[config.mk]
export PLATFORM = sky130hd
export DESIGN_NAME = decode_queue_ctrl
export DESIGN_NICKNAME = d
export VERILOG_FILES = /design/src/rtl/decode_queue_ctrl.sv
export SDC_FILE = /design/constraint.sdc
export NUM_CORES = 1
export LEC_CHECK = 0
export ABC_AREA = 1
export BUFFER_PORTS_ARGS = -buffer_cell sky130_fd_sc_hd__clkbuf_2
export CORE_ASPECT_RATIO = 1.5
export CORE_MARGIN = 4
export CORE_UTILIZATION = 47
export CTS_CLUSTER_SIZE = 40
export DETAILED_ROUTE_END_ITERATION = 10
export HOLD_SLACK_MARGIN = 0.15
export PLACE_DENSITY = 0.83
export REMOVE_ABC_BUFFERS = 1
export SLEW_MARGIN = 25
export SYNTH_ARGS = -nofsm -noshare
export SYNTH_HDL_FRONTEND = slang
export SYNTH_SLANG_ARGS = --single-unit
[constraint.sdc]
create_clock -name clk -period 3.8 [get_ports clk]
set_clock_uncertainty 0.2 [all_clocks]
set_input_delay 0.19 -clock clk [delete_from_list [all_inputs] [get_ports clk]]
set_output_delay 0.19 -clock clk [all_outputs]
set_load 0.01 [all_outputs]
[src/rtl/decode_queue_ctrl.sv]
// decode_queue_ctrl: decode-queue occupancy, fetch gating and redirect flush/drain sequencer.
// Optional DEC_Q_CTRL_PERF_EN adds stall/flush/drop performance counters.
module decode_queue_ctrl #(
  parameter int DEC_Q_N    = 8,
  parameter int MICRO_Q_N  = 4,
  parameter int CNT_W      = $clog2(DEC_Q_N+1),
  parameter int ADDR_W     = 64,
  parameter int REFILL_LAT = 2
) (
  input  logic              clk,
  input  logic              rstn,
  input  logic              fet_inst_valid,
  input  logic [CNT_W-1:0]  fet_uop_cnt,
  input  logic              exe_stall,
  input  logic              redirect_req,
  input  logic [ADDR_W-1:0] redirect_pc,
  output logic              fet_accept,
  output logic              fet_stall,
  output logic              deq_stall,
  output logic              deq_flush,
  output logic              fet_pc_set,
  output logic [ADDR_W-1:0] fet_pc_next,
  output logic [CNT_W-1:0]  occupancy,
  output logic              head_valid
`ifdef DEC_Q_CTRL_PERF_EN
  ,
  output logic [31:0]       perf_stall_cyc,
  output logic [31:0]       perf_flush_cnt,
  output logic [31:0]       perf_drop_cnt
`endif
);
  typedef enum logic [1:0] {RUN, FLUSH, DRAIN} state_e;
  localparam logic [CNT_W:0] QN = (CNT_W+1)'(DEC_Q_N);
  state_e            state_q;
  logic [3:0]        drain_q;
  logic [CNT_W-1:0]  occ_q, occ_d;
  logic [ADDR_W-1:0] pc_q;
  logic              flush_q;
  logic              run, pop;
  logic [CNT_W:0]    room;
  assign run        = state_q == RUN;
  assign deq_stall  = exe_stall | ~run;
  assign head_valid = occ_q != '0;
  assign pop        = ~deq_stall & head_valid;
  // free space counting the slot the head pop releases this cycle
  assign room       = QN - {1'b0, occ_q} + (CNT_W+1)'(pop);
  assign fet_accept = run & fet_inst_valid & ~deq_stall & ~redirect_req & ({1'b0, fet_uop_cnt} <= room);
  assign fet_stall  = fet_inst_valid & ~fet_accept & run;
  assign occ_d      = (redirect_req | state_q == FLUSH) ? '0
                    : occ_q - CNT_W'(pop) + (fet_accept ? fet_uop_cnt : '0);
  assign occupancy   = occ_q;
  assign deq_flush   = flush_q;
  assign fet_pc_set  = flush_q;
  assign fet_pc_next = pc_q;
  always_ff @(posedge clk or negedge rstn) begin
    if (!rstn) begin
      state_q <= RUN;
      drain_q <= '0;
      occ_q   <= '0;
      pc_q    <= '0;
      flush_q <= 1'b0;
    end else begin
      occ_q   <= occ_d;
      flush_q <= redirect_req;
      if (redirect_req) begin
        state_q <= FLUSH;
        pc_q    <= redirect_pc;
      end else if (state_q == FLUSH) begin
        state_q <= DRAIN;
        drain_q <= 4'(REFILL_LAT-1);
      end else if (state_q == DRAIN) begin
        if (drain_q == '0) state_q <= RUN;
        else drain_q <= drain_q - 4'd1;
      end
    end
  end
`ifdef DEC_Q_CTRL_PERF_EN
  logic [31:0] stall_q, flush_cnt_q, drop_q;
  always_ff @(posedge clk or negedge rstn) begin
    if (!rstn) begin
      stall_q     <= '0;
      flush_cnt_q <= '0;
      drop_q      <= '0;
    end else begin
      stall_q     <= stall_q + 32'(fet_stall);
      flush_cnt_q <= flush_cnt_q + 32'(redirect_req);
      drop_q      <= drop_q + 32'(fet_inst_valid & ~run);
    end
  end
  assign perf_stall_cyc = stall_q;
  assign perf_flush_cnt = flush_cnt_q;
  assign perf_drop_cnt  = drop_q;
`endif
  assert property (@(posedge clk) disable iff (!rstn) occ_q <= CNT_W'(DEC_Q_N));
  assert property (@(posedge clk) disable iff (!rstn) !fet_inst_valid || fet_uop_cnt <= CNT_W'(MICRO_Q_N));
endmodule

# == Yosys cells after proc, flatten, opt, wreduce, memory -nomap -nowiden ==
# Index checks and enable logic that the tools add are counted.
# word_totals
ff_bits,75
in_bits,73
output_inout_bits,74
# op_classes
addsub,5
magnitude_cmp,1
eq_ne,3
mux,9
bitwise,13
n_reduce_logical,8
# ops
op,n
2-to-1 mux 4 bit,5
2-to-1 mux 2 bit,4
AND 1 bit,7
nonzero test 3 bit,2
adder 5 x 1 -> 5 bit,1
less-or-equal comparator 4 x 5 -> 1 bit,1
subtractor 4 x 4 -> 5 bit (first input constant),1
adder 4 bit,1
logical NOT 4 bit,1
NOT 1 bit,4
nonzero test 4 bit,1
subtractor 4 x 1 -> 4 bit,1
subtractor 4 x 1 -> 4 bit (second input constant),1
AND reduction 3 bit,1
equality test 2 x 1 -> 1 bit (second input constant),1
equality test 2 bit (second input constant),1
logical NOT 2 bit,1
inequality test 2 bit (second input constant),1
bitwise OR 1 bit,2
AND reduction 2 bit,1
nonzero test 2 bit,1

# == Depth between registers and ports, before layout ==
# logic_depth
word_depth,11
depth_mapped,24
ltp_nobuf,24

# == Worst setup path after synthesis ==
# No wires, ideal clock.
# synth_timing
path_type,flip-flop to flip-flop
start,reg occ_q[3] (netlist: occupancy[3])
end,reg occ_q[3] (netlist: occupancy[3])
setup_time_ps,77
t_arrival_ps,3290
slack_ps,233
stages_incl_launch_ff,24
n_path_buf,0
synth_period_minus_slack_ps,3567
cell_sequence,dfrtp_1 nor2_1 nand2_1 nand3_1 ha_1 inv_1 ha_1 xor2_1 ha_1 nand2_1 nor2_1 nor2_2 a21boi_2 nand2_1 ha_1 inv_1 ha_1 a21oi_1 nand2_1 nand2_1 nand2_1 inv_1 nand2_1 a21oi_1
# synth_via
elab_chain_cells,8
elab_cells_between_ends,10
# synth_rtl
item,line_no,rtl
"start, declared",36,"logic [CNT_W-1:0] occ_q, occ_d;"
"start signal, assigned",59,occ_q <= '0;
"start signal, assigned",63,occ_q <= occ_d;
nonzero test 4 bit,43,assign head_valid = occ_q != '0;
net head_valid,24,output logic head_valid
AND 1 bit,44,assign pop = ~deq_stall & head_valid;
adder 5 x 1 -> 5 bit,46,"assign room = QN - {1'b0, occ_q} + (CNT_W+1)'(pop);"
less-or-equal comparator 4 x 5 -> 1 bit,47,"assign fet_accept = run & fet_inst_valid & ~deq_stall & ~redirect_req & ({1'b0, fet_uop_cnt} <= room);"
AND 1 bit,47,
net fet_accept,17,"output logic fet_accept,"
2-to-1 mux 4 bit,50,: occ_q - CNT_W'(pop) + (fet_accept ? fet_uop_cnt : '0);
adder 4 bit,50,
2-to-1 mux 4 bit,49,assign occ_d = (redirect_req | state_q == FLUSH) ? '0
net occ_d[3],36,
# The timed path passes the listed nets, and every way through them passes these cells.
# A chain may end at the register's enable or synchronous reset.

# == Worst setup path after layout ==
# layout_timing
start,reg occ_q[3] (netlist: occupancy[3])
end,reg occ_q[2] (netlist: occupancy[2])
# layout_via
elab_chain_cells,8
elab_cells_between_ends,10
# layout_rtl
item,line_no
"parallel branches: the longest is 6 deep, another holds subtractor 4 x 4 -> 5 bit",n/a
adder 4 bit (*),50
2-to-1 mux 4 bit (*),49
net occ_d[2],36
# Mark *: on every way through the listed nets, which the timed path passes.

==> results.ini <==
[timing]
hold_viol_final = 0
maxSlewViolCount = 0
timing.final.ws_setup_ns = 0.144
relSlewSlack_pct = 37.8
fmax_mhz = 274
finalSetupTns_ns = 0
min_period_over_period_pct = 96.2
holdWs_ns = 0.254
setup_viol = 0
fin_crit_ns = 3.66
worst_slew_pin_slew_ns = 0.933

[synthesis]
ys_seq_elements = 75
synth_edf_count = 0
yosys_warnings = 0
synth_top_family_by_area = simple AND/OR/NAND/NOR gates
synthXorXnorAreaFrac_pct = 1.58
synth_compound_area_share_pct = 2.45
synth_cells = 391
synthTopCellsByCount = 218 x nand2_1, 75 x dfrtp_1, 27 x inv_1
yosys.area.top_type_share_pct = 56.5
synth.area.mux_share_pct = 0
synth_fa_ha_area_share_pct = 6.63
synth.largest_area_cell = dfrtp_1
ys_top_cells_by_area = dfrtp_1 57%, nand2_1 25%, ha_1 6.0%
synth_simple_gate_area_share_pct = 27.1
synthArstFlopShare_pct = 100
ys.flop_type = dfrtp_1
yosysMostFrequentCell = nand2_1
synth-seq-area-share_pct = 56.5
synth.distinct_cells = 21
syn_area_per_cell_um2 = 8.49
netlist_area_um2 = 3320

[floorplanning]
die_height_um = 111
pin_count = 147
core_um2 = 6850
rows = 37
dieArea_um2 = 8500
start_util_pct = 48.4
die_w_um = 76.6

[finish]
final_cells = 691
fin_nets = 698
utilization_pct = 74.0
fillerInstances = 462
layout-drive-gt1-share_pct = 31.2
syn2layout_area_growth_pct = 52.7
diodes = 0

[power_and_ir_drop]
p_sw_share_pct = 30.1
power_frac_comb_pct = 25.7
pwr-share-seq_pct = 45.6
internal_power_mw = 1.44
power.density_nw_per_um2 = 408
peakVddDrop_v = 0.000300
clkPwrFrac_pct = 28.6
switchingPower_uw = 622
p_leak_nw = 2.88

[setup_path]
start_kind = flip-flop
crit_type = reg2reg
critPathMaxFanout = 6
crit_family = adder cells
cp_slowest_stage_delay_ns = 0.46
setup.worst_path.end_class = flip-flop
required_ns = 3.83
path_cells = nor2_2, nand2_2, nand3_2, ha_2, inv_2, ha_4, xor2_1, ha_1, nand2_1, nor2_1, nor2_2, a21boi_2, buf_4, nand2_1, ha_1, inv_1, ha_2, fa_1, o21ai_0, a21oi_1
crit_buf_inv = 3
crit_arrival_ns = 3.68
worst_path_max_delay_cell = dfrtp_2

[clocking]
numCtsBuffers = 9
cts_num_sinks = 75
cts.clk_slew.worst_paths_ns = 0.07
htree_levels = 3
cts_tree = done
clk_latency_ns = 0.34
clockBufferDepth = 2
ctsRootBufferMaster = clkbuf_8

[route]
vias = 3482
routed_wl_mm = 10.4
ant_nets = 0
wl_per_cell_um = 15.1
firstDrtPassIters = 4
drc = 0
drt-vias-per-instance = 5.04
dr.first_iter.drc_count = 199

[placed_design]
gp_congestion = 0.873
dp_cells = 601
port_buffers = 146
dp_hpwl_mm = 6.03
post-place-ws_ns = -0.0890

[grt]
antenna_found_initial = 0
grt_max_degree = 76
grtUsageTotal_pct = 24.9
grt_overflow_total = 0
grt_pass1_wl_mm = 16.6
grt_pass1_vias = 3513

[job]
maxCapViolCount = 0

[worst_hold_path]
hp-class = in2reg

[outcome]
outcome = finished clean

-- worst paths after layout --
| path | slack [ns] | cells after the start | to | start |
|---|---|---|---|---|
| worst max-delay path | 0.14 | 20 | occupancy[2] | occupancy[3] |
| worst min-delay path | 0.25 | 2 | deq_flush | redirect_req |
| worst max register to register | 0.14 | 20 | occupancy[2] | occupancy[3] |
| worst min register to register | 0.27 | 2 | fet_pc_next[63] | fet_pc_next[63] |
| max in group asynchronous | 2.42 | 2 | occupancy[0] | rstn |
| min in group asynchronous | 0.32 | 2 | fet_pc_next[13] | rstn |
-- power by group through the flow --
stage / sequential (mW) / combinational (mW) / clock (mW)
finish: 0.943 / 0.532 / 0.591
global placement: 0.948 / 0.415 / 0
CTS: 0.939 / 0.497 / 0.615
detailed placement: 0.953 / 0.438 / 0
floorplan: 0.976 / 0.215 / 0
global route: 0.951 / 0.588 / 0.647
-- cells in the final DEF (no fill, tap or decap) --
master | Yosys | layout
xor2_1 | 4 | 4
o22ai_1 | 3 | 3
a21oi_2 | 0 | 1
ha_1 | 16 | 10
o21ai_1 | 2 | 2
dfrtp_1 | 75 | 73
ha_2 | 0 | 3
clkbuf_2 | 0 | 145
ha_4 | 0 | 3
clkinv_2 | 0 | 2
clkbuf_8 | 0 | 10
nor2_2 | 1 | 3
nand3_2 | 0 | 2
nand2_2 | 0 | 2
dfrtp_2 | 0 | 2
nor2_1 | 8 | 6
o21ai_0 | 2 | 2
nand3_1 | 6 | 4
a21oi_1 | 4 | 3
inv_1 | 27 | 23
nand2_1 | 218 | 216
clkbuf_1 | 2 | 4
bufinv_16 | 0 | 1
nor3_2 | 1 | 1
xnor2_1 | 2 | 2
nand4_1 | 1 | 1
a21boi_2 | 2 | 2
fa_1 | 1 | 1
dlygate4sd3_1 | 0 | 68
inv_2 | 3 | 6
buf_4 | 1 | 8
-- sequential cells by signal, summed over array words and instances (netlist names) --
register	cells
deq_flush	1
drain_q	4
fet_pc_next	64
occupancy	4
state_q	2
-- layer usage --
metal | track usage, % | wire [um] | share of wire [%] | vias up
li1 | - | - | - | 1620
met1 | 25.6 | 3760 | 36 | 1660
met5 | 0 | 0 | 0 | -
met4 | 14.6 | 577 | 5.5 | 0
met3 | 6.42 | 541 | 5.2 | 53
met2 | 44.9 | 5540 | 53 | 149
-- worst reg2reg max path: stages (launching register included) --
cell and delay, ns:
dfrtp_2 0.46, nor2_2 0.14, nand2_2 0.08, nand3_2 0.07, ha_2 0.17, inv_2 0.05, ha_4 0.16, xor2_1 0.14
ha_1 0.29, nand2_1 0.07, nor2_1 0.16, nor2_2 0.07, a21boi_2 0.17, buf_4 0.15, nand2_1 0.06, ha_1 0.28
inv_1 0.04, ha_2 0.18, fa_1 0.38, o21ai_0 0.17, a21oi_1 0.06
-- cell type report --
class	count	area (um2)	area share, %
flip-flops and latches	75	1880	37.1
multi-input cells	271	1320	26.1
inverters	30	114	2.25
repair buffers	221	1470	28.9
clock buffers	14	153	3.01
well taps	78	97.6	1.93
clock inverters	2	35.0	0.691
-- repair_timing --
item | in CTS | in global routing
setup endpoints to repair | 1 | 3
cloned | 0 | 0
pin swaps | 1 | 3
hold buffers | 68 | 0
endpoints found under the hold margin | 140 | 0
gates resized for setup | 1 | 20
buffers inserted | 2 | 4
-- through the flow --
| stage | area (um2) | total power, mW |
|---|---|---|
| floorplan | 3240 | 1.19 |
| global placement | 4080 | 1.36 |
| detailed placement | 4080 | 1.39 |
| CTS | 4970 | 2.05 |
| global route | 5070 | 2.19 |
| finish | 5070 | 2.07 |
-- cells by family after synthesis --
logic type               Yosys count
buffers and inverters             45
flip-flops                        75
AND/OR/NAND/NOR                  235
adder cells (fa/ha/maj)           17
AO/OA/AOI/OAI                     13
XOR/XNOR                           6
Power figures use the tool's default switching activity.
